<file path="src/rtl/pipeline_pkg.sv">
// Shared types and helpers for the pipeline hazard controller.
package pipeline_pkg;

  localparam int unsigned REG_W = 5;
  localparam logic [REG_W-1:0] REG_ZERO = REG_W'(0);

  typedef enum logic [1:0] {
    FWD_RF = 2'b00,
    FWD_W  = 2'b01,
    FWD_M  = 2'b10
  } fwd_sel_t;

  typedef enum logic [1:0] {
    RUN      = 2'b00,
    MEM_WAIT = 2'b01,
    FAULT    = 2'b10
  } hz_state_t;

  // True when a producer's destination feeds a consumer source; $0 never matches.
  function automatic logic reg_hit(input logic [REG_W-1:0] dst, input logic [REG_W-1:0] src);
    return (dst != REG_ZERO) && (dst == src);
  endfunction

endpackage

</file>
<file path="src/rtl/hazard_sequencer_if.sv">
// Pipeline-side view of the hazard sequencer: register ids, stage flags and control outputs.
interface hazard_sequencer_if #(
  parameter int unsigned PERF_W = 32
);
  import pipeline_pkg::*;

  logic [REG_W-1:0] rsD, rtD, rsE, rtE;
  logic [REG_W-1:0] writeregE, writeregM, writeregW;
  logic             regwriteE, regwriteM, regwriteW;
  logic             memtoregE, memtoregM;
  logic             branchD, pcsrcD;
  logic             memaccessM, mem_ready;

  logic              mem_req;
  logic              stallF, stallD, stallE, stallM;
  logic              flushD, flushE, bubbleW;
  fwd_sel_t          forwardAE, forwardBE;
  logic              forwardAD, forwardBD;
  logic              mem_err;
  logic [PERF_W-1:0] stall_cycles;

  // Pipeline datapath side
  modport master (
    output rsD, rtD, rsE, rtE, writeregE, writeregM, writeregW,
    output regwriteE, regwriteM, regwriteW, memtoregE, memtoregM,
    output branchD, pcsrcD, memaccessM, mem_ready,
    input  mem_req, stallF, stallD, stallE, stallM, flushD, flushE, bubbleW,
    input  forwardAE, forwardBE, forwardAD, forwardBD, mem_err, stall_cycles
  );

  // Hazard controller side
  modport slave (
    input  rsD, rtD, rsE, rtE, writeregE, writeregM, writeregW,
    input  regwriteE, regwriteM, regwriteW, memtoregE, memtoregM,
    input  branchD, pcsrcD, memaccessM, mem_ready,
    output mem_req, stallF, stallD, stallE, stallM, flushD, flushE, bubbleW,
    output forwardAE, forwardBE, forwardAD, forwardBD, mem_err, stall_cycles
  );

endinterface

</file>
<file path="src/rtl/forward_unit.sv">
// Combinational bypass selection for the E-stage ALU operands and the D-stage branch comparator.
module forward_unit
  import pipeline_pkg::*;
(
  input  logic [REG_W-1:0] rsD,
  input  logic [REG_W-1:0] rtD,
  input  logic [REG_W-1:0] rsE,
  input  logic [REG_W-1:0] rtE,
  input  logic [REG_W-1:0] writeregM,
  input  logic [REG_W-1:0] writeregW,
  input  logic             regwriteM,
  input  logic             regwriteW,
  output fwd_sel_t         forwardAE,
  output fwd_sel_t         forwardBE,
  output logic             forwardAD,
  output logic             forwardBD
);

  // M is the younger producer, so it wins over W.
  function automatic fwd_sel_t ex_sel(input logic [REG_W-1:0] src,
                                      input logic [REG_W-1:0] wm, input logic rwm,
                                      input logic [REG_W-1:0] ww, input logic rww);
    if (rwm && reg_hit(wm, src))      return FWD_M;
    else if (rww && reg_hit(ww, src)) return FWD_W;
    else                              return FWD_RF;
  endfunction

  // Operand select for both stages
  always_comb begin
    forwardAE = ex_sel(rsE, writeregM, regwriteM, writeregW, regwriteW);
    forwardBE = ex_sel(rtE, writeregM, regwriteM, writeregW, regwriteW);
    forwardAD = regwriteM && reg_hit(writeregM, rsD);
    forwardBD = regwriteM && reg_hit(writeregM, rtD);
  end

endmodule

</file>
<file path="src/rtl/hazard_sequencer.sv">
// Central 5-stage pipeline controller: stalls, flushes, forwarding and M-stage memory sequencing.
module hazard_sequencer
  import pipeline_pkg::*;
#(
  parameter int unsigned MEM_TIMEOUT = 64,
  parameter int unsigned CNT_W       = 8,
  parameter int unsigned PERF_W      = 32
) (
  input logic               clk,
  input logic               rst_n,
  hazard_sequencer_if.slave bus
);

  hz_state_t         state;
  logic [CNT_W-1:0]  wait_cnt;
  logic [PERF_W-1:0] stall_cnt;

  logic lwstall, brstall, memstall;
  logic stall_f, stall_d, stall_e, stall_m;
  logic flush_d, flush_e, bubble_w, mem_req;

  forward_unit u_fwd (
    .rsD       (bus.rsD),
    .rtD       (bus.rtD),
    .rsE       (bus.rsE),
    .rtE       (bus.rtE),
    .writeregM (bus.writeregM),
    .writeregW (bus.writeregW),
    .regwriteM (bus.regwriteM),
    .regwriteW (bus.regwriteW),
    .forwardAE (bus.forwardAE),
    .forwardBE (bus.forwardBE),
    .forwardAD (bus.forwardAD),
    .forwardBD (bus.forwardBD)
  );

  // Hazard detection; a zero-wait memory never raises memstall.
  always_comb begin
    lwstall  = bus.memtoregE &&
               (reg_hit(bus.writeregE, bus.rsD) || reg_hit(bus.writeregE, bus.rtD));
    brstall  = bus.branchD &&
               ((bus.regwriteE && (reg_hit(bus.writeregE, bus.rsD) ||
                                   reg_hit(bus.writeregE, bus.rtD))) ||
                (bus.memtoregM && (reg_hit(bus.writeregM, bus.rsD) ||
                                   reg_hit(bus.writeregM, bus.rtD))));
    memstall = bus.memaccessM && !bus.mem_ready;
  end

  // Stage-register control, highest priority first: reset, fault, memory wait, data hazards.
  always_comb begin
    stall_f  = 1'b0;
    stall_d  = 1'b0;
    stall_e  = 1'b0;
    stall_m  = 1'b0;
    flush_d  = 1'b0;
    flush_e  = 1'b0;
    bubble_w = 1'b0;
    mem_req  = 1'b0;
    if (!rst_n) begin
      flush_d  = 1'b1;
      flush_e  = 1'b1;
      bubble_w = 1'b1;
    end else begin
      mem_req = bus.memaccessM && (state != FAULT);
      if (state == FAULT || memstall) begin
        stall_f  = 1'b1;
        stall_d  = 1'b1;
        stall_e  = 1'b1;
        stall_m  = 1'b1;
        bubble_w = 1'b1;
      end else if (lwstall || brstall) begin
        stall_f = 1'b1;
        stall_d = 1'b1;
        flush_e = 1'b1;
      end else begin
        flush_d = bus.pcsrcD;
      end
    end
  end

  // Memory-wait FSM with timeout watchdog and saturating stall counter.
  always_ff @(posedge clk) begin
    if (!rst_n) begin
      state     <= RUN;
      wait_cnt  <= '0;
      stall_cnt <= '0;
    end else begin
      case (state)
        RUN: begin
          if (memstall) begin
            state    <= MEM_WAIT;
            wait_cnt <= CNT_W'(1);
          end
        end
        MEM_WAIT: begin
          if (bus.mem_ready) begin
            state    <= RUN;
            wait_cnt <= '0;
          end else if (wait_cnt == CNT_W'(MEM_TIMEOUT - 1)) begin
            state <= FAULT;
          end else begin
            wait_cnt <= wait_cnt + CNT_W'(1);
          end
        end
        FAULT:   state <= FAULT;
        default: state <= RUN;
      endcase
      if (stall_f && (stall_cnt != '1)) stall_cnt <= stall_cnt + PERF_W'(1);
    end
  end

  // Drive the pipeline-facing outputs
  always_comb begin
    bus.stallF       = stall_f;
    bus.stallD       = stall_d;
    bus.stallE       = stall_e;
    bus.stallM       = stall_m;
    bus.flushD       = flush_d;
    bus.flushE       = flush_e;
    bus.bubbleW      = bubble_w;
    bus.mem_req      = mem_req;
    bus.mem_err      = (state == FAULT);
    bus.stall_cycles = stall_cnt;
  end

endmodule

</file>
<file path="src/flat_wrapper.sv">
// flat-port wrapper written by rule: the top's interface ports become plain ports
module hazard_sequencer_flat import pipeline_pkg::*;
#(
  parameter int unsigned MEM_TIMEOUT = 64,
  parameter int unsigned CNT_W       = 8,
  parameter int unsigned PERF_W      = 32
)
  (clk, rst_n, bus_rsD, bus_rtD, bus_rsE, bus_rtE, bus_writeregE, bus_writeregM, bus_writeregW, bus_regwriteE, bus_regwriteM, bus_regwriteW, bus_memtoregE, bus_memtoregM, bus_branchD, bus_pcsrcD, bus_memaccessM, bus_mem_ready, bus_mem_req, bus_stallF, bus_stallD, bus_stallE, bus_stallM, bus_flushD, bus_flushE, bus_bubbleW, bus_forwardAE, bus_forwardBE, bus_forwardAD, bus_forwardBD, bus_mem_err, bus_stall_cycles);
  hazard_sequencer_if #(.PERF_W(PERF_W)) bus_i ();
  input logic clk;
  input logic rst_n;
  input wire logic [$bits(bus_i.rsD)-1:0] bus_rsD;
  input wire logic [$bits(bus_i.rtD)-1:0] bus_rtD;
  input wire logic [$bits(bus_i.rsE)-1:0] bus_rsE;
  input wire logic [$bits(bus_i.rtE)-1:0] bus_rtE;
  input wire logic [$bits(bus_i.writeregE)-1:0] bus_writeregE;
  input wire logic [$bits(bus_i.writeregM)-1:0] bus_writeregM;
  input wire logic [$bits(bus_i.writeregW)-1:0] bus_writeregW;
  input wire logic [$bits(bus_i.regwriteE)-1:0] bus_regwriteE;
  input wire logic [$bits(bus_i.regwriteM)-1:0] bus_regwriteM;
  input wire logic [$bits(bus_i.regwriteW)-1:0] bus_regwriteW;
  input wire logic [$bits(bus_i.memtoregE)-1:0] bus_memtoregE;
  input wire logic [$bits(bus_i.memtoregM)-1:0] bus_memtoregM;
  input wire logic [$bits(bus_i.branchD)-1:0] bus_branchD;
  input wire logic [$bits(bus_i.pcsrcD)-1:0] bus_pcsrcD;
  input wire logic [$bits(bus_i.memaccessM)-1:0] bus_memaccessM;
  input wire logic [$bits(bus_i.mem_ready)-1:0] bus_mem_ready;
  output wire logic [$bits(bus_i.mem_req)-1:0] bus_mem_req;
  output wire logic [$bits(bus_i.stallF)-1:0] bus_stallF;
  output wire logic [$bits(bus_i.stallD)-1:0] bus_stallD;
  output wire logic [$bits(bus_i.stallE)-1:0] bus_stallE;
  output wire logic [$bits(bus_i.stallM)-1:0] bus_stallM;
  output wire logic [$bits(bus_i.flushD)-1:0] bus_flushD;
  output wire logic [$bits(bus_i.flushE)-1:0] bus_flushE;
  output wire logic [$bits(bus_i.bubbleW)-1:0] bus_bubbleW;
  output wire logic [$bits(bus_i.forwardAE)-1:0] bus_forwardAE;
  output wire logic [$bits(bus_i.forwardBE)-1:0] bus_forwardBE;
  output wire logic [$bits(bus_i.forwardAD)-1:0] bus_forwardAD;
  output wire logic [$bits(bus_i.forwardBD)-1:0] bus_forwardBD;
  output wire logic [$bits(bus_i.mem_err)-1:0] bus_mem_err;
  output wire logic [$bits(bus_i.stall_cycles)-1:0] bus_stall_cycles;
  assign bus_i.rsD = bus_rsD;
  assign bus_i.rtD = bus_rtD;
  assign bus_i.rsE = bus_rsE;
  assign bus_i.rtE = bus_rtE;
  assign bus_i.writeregE = bus_writeregE;
  assign bus_i.writeregM = bus_writeregM;
  assign bus_i.writeregW = bus_writeregW;
  assign bus_i.regwriteE = bus_regwriteE;
  assign bus_i.regwriteM = bus_regwriteM;
  assign bus_i.regwriteW = bus_regwriteW;
  assign bus_i.memtoregE = bus_memtoregE;
  assign bus_i.memtoregM = bus_memtoregM;
  assign bus_i.branchD = bus_branchD;
  assign bus_i.pcsrcD = bus_pcsrcD;
  assign bus_i.memaccessM = bus_memaccessM;
  assign bus_i.mem_ready = bus_mem_ready;
  assign bus_mem_req = bus_i.mem_req;
  assign bus_stallF = bus_i.stallF;
  assign bus_stallD = bus_i.stallD;
  assign bus_stallE = bus_i.stallE;
  assign bus_stallM = bus_i.stallM;
  assign bus_flushD = bus_i.flushD;
  assign bus_flushE = bus_i.flushE;
  assign bus_bubbleW = bus_i.bubbleW;
  assign bus_forwardAE = bus_i.forwardAE;
  assign bus_forwardBE = bus_i.forwardBE;
  assign bus_forwardAD = bus_i.forwardAD;
  assign bus_forwardBD = bus_i.forwardBD;
  assign bus_mem_err = bus_i.mem_err;
  assign bus_stall_cycles = bus_i.stall_cycles;
  hazard_sequencer #(.MEM_TIMEOUT(MEM_TIMEOUT), .CNT_W(CNT_W), .PERF_W(PERF_W)) u_core (.clk(clk), .rst_n(rst_n), .bus(bus_i));
endmodule
</file>
<file path="config.mk">
export PLATFORM = sky130hd
export DESIGN_NAME = hazard_sequencer_flat
export DESIGN_NICKNAME = d
export VERILOG_FILES = /design/src/rtl/pipeline_pkg.sv /design/src/rtl/hazard_sequencer_if.sv /design/src/rtl/forward_unit.sv /design/src/rtl/hazard_sequencer.sv /design/src/flat_wrapper.sv
export SDC_FILE = /design/constraint.sdc
export NUM_CORES = 1
export LEC_CHECK = 0
export CAP_MARGIN = 20
export CELL_PAD_IN_SITES_DETAIL_PLACEMENT = 1
export CELL_PAD_IN_SITES_GLOBAL_PLACEMENT = 1
export CORE_ASPECT_RATIO = 1.1
export CORE_UTILIZATION = 36
export DETAILED_ROUTE_END_ITERATION = 10
export MAX_ROUTING_LAYER = met4
export PLACE_DENSITY = 0.83
export SLEW_MARGIN = 25
export SYNTH_ARGS = -nofsm -noshare
export SYNTH_HDL_FRONTEND = slang
export SYNTH_HIERARCHICAL = 1
export SYNTH_SLANG_ARGS = --single-unit
export TNS_END_PERCENT = 5
</file>
<file path="constraint.sdc">
create_clock -name clk -period 5.1 [get_ports clk]
set_input_delay 1.02 -clock clk [delete_from_list [all_inputs] [get_ports clk]]
set_output_delay 1.02 -clock clk [all_outputs]
set_load 0.01 [all_outputs]
</file>
==> impl_metrics.json <==
{
  "drt-total-wl_um": 8724,
  "max_freq_ghz": 0.2225,
  "reg2regPathDepth": 9,
  "hp-class": "reg2reg",
  "clock_power_share": 0.318,
  "p_per_area_nw_per_um2": 183.5,
  "run_status": "finished, final reports clean",
  "ir_worst_vdd_v": 0.0001361,
  "required_ns": 4.08,
  "path_clk_slew_ns": 0.08,
  "leakagePower_nw": 1.238,
  "pin_count": 93,
  "rsz0062_at_grt": "false",
  "nFillCells": 946,
  "dieArea_um2": 8331,
  "setup_viol": 0,
  "gp_congestion": 0.8530,
  "synth_compound_area_frac": 0.1505,
  "ys_seq_area_frac": 0.2931,
  "netSwitchingPower_w": 0.0001999,
  "worstSetupEndpoint": "bus_flushD",
  "avgSynthCellArea_um2": 7.947,
  "routedWlPerCell_um": 15.86,
  "yosysTopAreaCellShare": 0.2931,
  "dp.final_hpwl_um": 6542,
  "worstPathMaxFanout": 8,
  "synthSimpleGateAreaFrac": 0.2996,
  "start_util": 0.3776,
  "row_count": 33,
  "syn-num-nets": 409,
  "cpPeakStageDelay_ns": 0.61,
  "synth_edf_count": 0,
  "drtIter0Drc": 133,
  "worst_pin_slew_ns": 0.5965,
  "cts_resized": 0,
  "synth.most_common_cell": "xnor2_1",
  "synthArstFlopShare": 0,
  "yosys_warnings": 6,
  "ys.flop_type": "dfxtp_1",
  "gr-usage-all-layers": 0.2177,
  "synth.area.top_cells": "dfxtp_1 29%, xnor2_1 13%, nand3_1 4.7%, xor2_1 4.6%, a21oi_1 4.4%",
  "yosysTopAreaCell": "dfxtp_1",
  "startpoint": "bus_writeregM[1]",
  "yosys-top-cells-count": "43 x xnor2_1, 42 x dfxtp_1, 29 x nand2_1",
  "power_w": 0.0007199,
  "power.internal_w": 0.0005200,
  "grt_start_max_net_pins": 44,
  "n_antenna_cell": 0,
  "critPathKind": "in2out",
  "synth_top_family_by_area": "simple AND/OR/NAND/NOR gates",
  "syn_inst": 361,
  "overflow": 0,
  "syn_area_um2": 2869,
  "finalMaxSlewViolations": 0,
  "dp.cells": 542,
  "hold_viol": 0,
  "fin_skew_ns": 0.004636,
  "fin_crit_ns": 4.493,
  "drt_pass1_iterations": 4,
  "swShare": 0.2776,
  "drive_gt1_frac": 0.05618,
  "final.setup.tns_ns": 0,
  "htreeDepth": 2,
  "critPathArrivalTime_ns": 3.47,
  "drc": 0,
  "synth_xor_area_frac": 0.1771,
  "crit_chain": "clkdlybuf4s50_1 > or3_1 > o311a_1 > a22o_1 > nor2_1 > nand2_1 > nand2_1 > clkdlybuf4s50_1",
  "reg2reg_to": "u_core/bus.stall_cycles[7]",
  "synth_mux_area_frac": 0.01744,
  "cts.path.max_buffers": 2,
  "cpMaxStageDelayCell": "clkdlybuf4s50_1",
  "relSlewSlack": 0.5920,
  "worstSkewPairLatency_ns": 0.29,
  "synthToLayoutAreaGrowth_pct": 36.72,
  "io_buffers": 92,
  "cts_tree": "built",
  "cp-end-kind": "output pin",
  "dr_total_vias": 2933,
  "viasPerCell": 5.333,
  "grt_pass1_wl_um": 14130,
  "die-width_um": 87.12,
  "worst_slack_ns": 0.6066,
  "coreArea_um2": 7597,
  "p_seq_frac": 0.465,
  "ant_nets": 0,
  "r2r_start": "u_core/bus.stall_cycles[0]",
  "cts_root_buffer": "clkbuf_8",
  "postCtsSetupBuffers": 0,
  "die_y_um": 95.63,
  "ys_seq_elements": 42,
  "pwr-share-comb": 0.217,
  "post-place-ws_ns": 0.6170,
  "finalNonFillerCells": 550,
  "cts_inserted_buffers": 5,
  "timing.final.crit_share": 0.8811,
  "start_kind": "input pin",
  "maxCapViolations": 0,
  "grt_pass1_vias": 3026,
  "final_nets": 492,
  "cts_hold_buf": 0,
  "antenna_found_initial": 0,
  "synth_fa_ha_area_frac": 0.008722,
  "regToRegSetupSlack_ns": 2.45,
  "ys_types": 53,
  "cts_sinks": 42
}
-- layer usage --
layer	vias up	global-route usage	wire (um)
met4	0	0.04372	61
met2	70	0.3930	4357
met3	6	0.03030	377
li1	1452	-	-
met1	1405	0.2582	3927
met5	-	-	0
-- power groups by stage --
| stage | Combinational (W) | Sequential (W) | Clock (W) |
|---|---|---|---|
| after floorplan | 0.0000826 | 0.000342 | 0 |
| after global placement | 0.000152 | 0.000342 | 0 |
| after detailed placement | 0.000156 | 0.000343 | 0 |
| after CTS | 0.000157 | 0.000335 | 0.000236 |
| after global routing | 0.000170 | 0.000336 | 0.000246 |
| final | 0.000156 | 0.000335 | 0.000229 |
-- through the flow --
| step | utilization | instance area (um2) | hold WS (ns) |
|---|---|---|---|
| final | 0.5163 | 3923 | 0.5099 |
| after global routing | 0.5163 | 3923 | 0.5396 |
| after CTS | 0.5163 | 3923 | 0.5150 |
| after detailed placement | 0.5038 | 3827 | 0.5031 |
| after global placement | 0.5038 | 3827 | 0.4850 |
| after floorplan | - | 2869 | 0.4711 |
-- state kept, by name, indices dropped and copies added (netlist names) --
name / count
u_core/bus.stall_cycles: 32
u_core/state: 2
u_core/wait_cnt: 8
-- final cells by class --
| type | count | area (um2) | area share |
|---|---|---|---|
| Inverter | 8 | 30.03 | 0.007656 |
| Timing Repair Buffer | 96 | 950.9 | 0.2424 |
| Clock buffer | 6 | 82.58 | 0.02105 |
| Clock inverter | 2 | 12.51 | 0.003190 |
| Tap cell | 105 | 131.4 | 0.03349 |
| Multi-Input combinational cell | 291 | 1874 | 0.4778 |
| Sequential cell | 42 | 840.8 | 0.2144 |
-- placed cells by master (no fill, tap or decap), types with 2 or more instances in the layout --
cell type and n:
a21oi_1 25, xnor2_1 43, or4_4 2, and4_1 4
o21ai_0 23, nor3_1 9, xor2_1 15, dfxtp_1 42
o22ai_1 2, or3_2 2, nand3_1 27, or4_1 3
clkdlybuf4s50_1 92, buf_4 4, o31ai_1 3, or3_1 20
and3_1 3, inv_1 7, nand4_1 9, o21a_1 5
nor2_1 21, nand2_1 29, nor4_1 11, nand2b_1 7
clkbuf_8 6, ha_1 2, mux2i_1 5
-- cell families after synthesis --
group                      Yosys count
and+or+nand+nor                    155
AOI/OAI and AO/OA                   71
xor gates and xnor gates            58
DFF                                 42
buffers and inverters               28
muxes                                5
adders and majority gates            2
-- worst min path at each step --
stage,start,to,slack (ns),depth (start not counted)
6_report,u_core/bus.stall_cycles[6],u_core/bus.stall_cycles[6],0.51,2
5_1_grt,u_core/bus.stall_cycles[6],u_core/bus.stall_cycles[6],0.54,2
4_1_cts,u_core/bus.stall_cycles[6],u_core/bus.stall_cycles[6],0.51,2
3_5_place_dp,u_core/bus.stall_cycles[6],u_core/bus.stall_cycles[6],0.50,2
3_3_place_gp,u_core/wait_cnt[7],u_core/wait_cnt[7],0.49,2
2_1_floorplan,u_core/wait_cnt[7],u_core/wait_cnt[7],0.47,2
-- critical path: cells and delay by family --
family | cells | cell delay [ns]
AO/OA/AOI/OAI | 2 | 0.55
AND/OR/NAND/NOR | 4 | 0.76
buffers and inverters | 2 | 1.14
(Power assumes the default switching activity.)
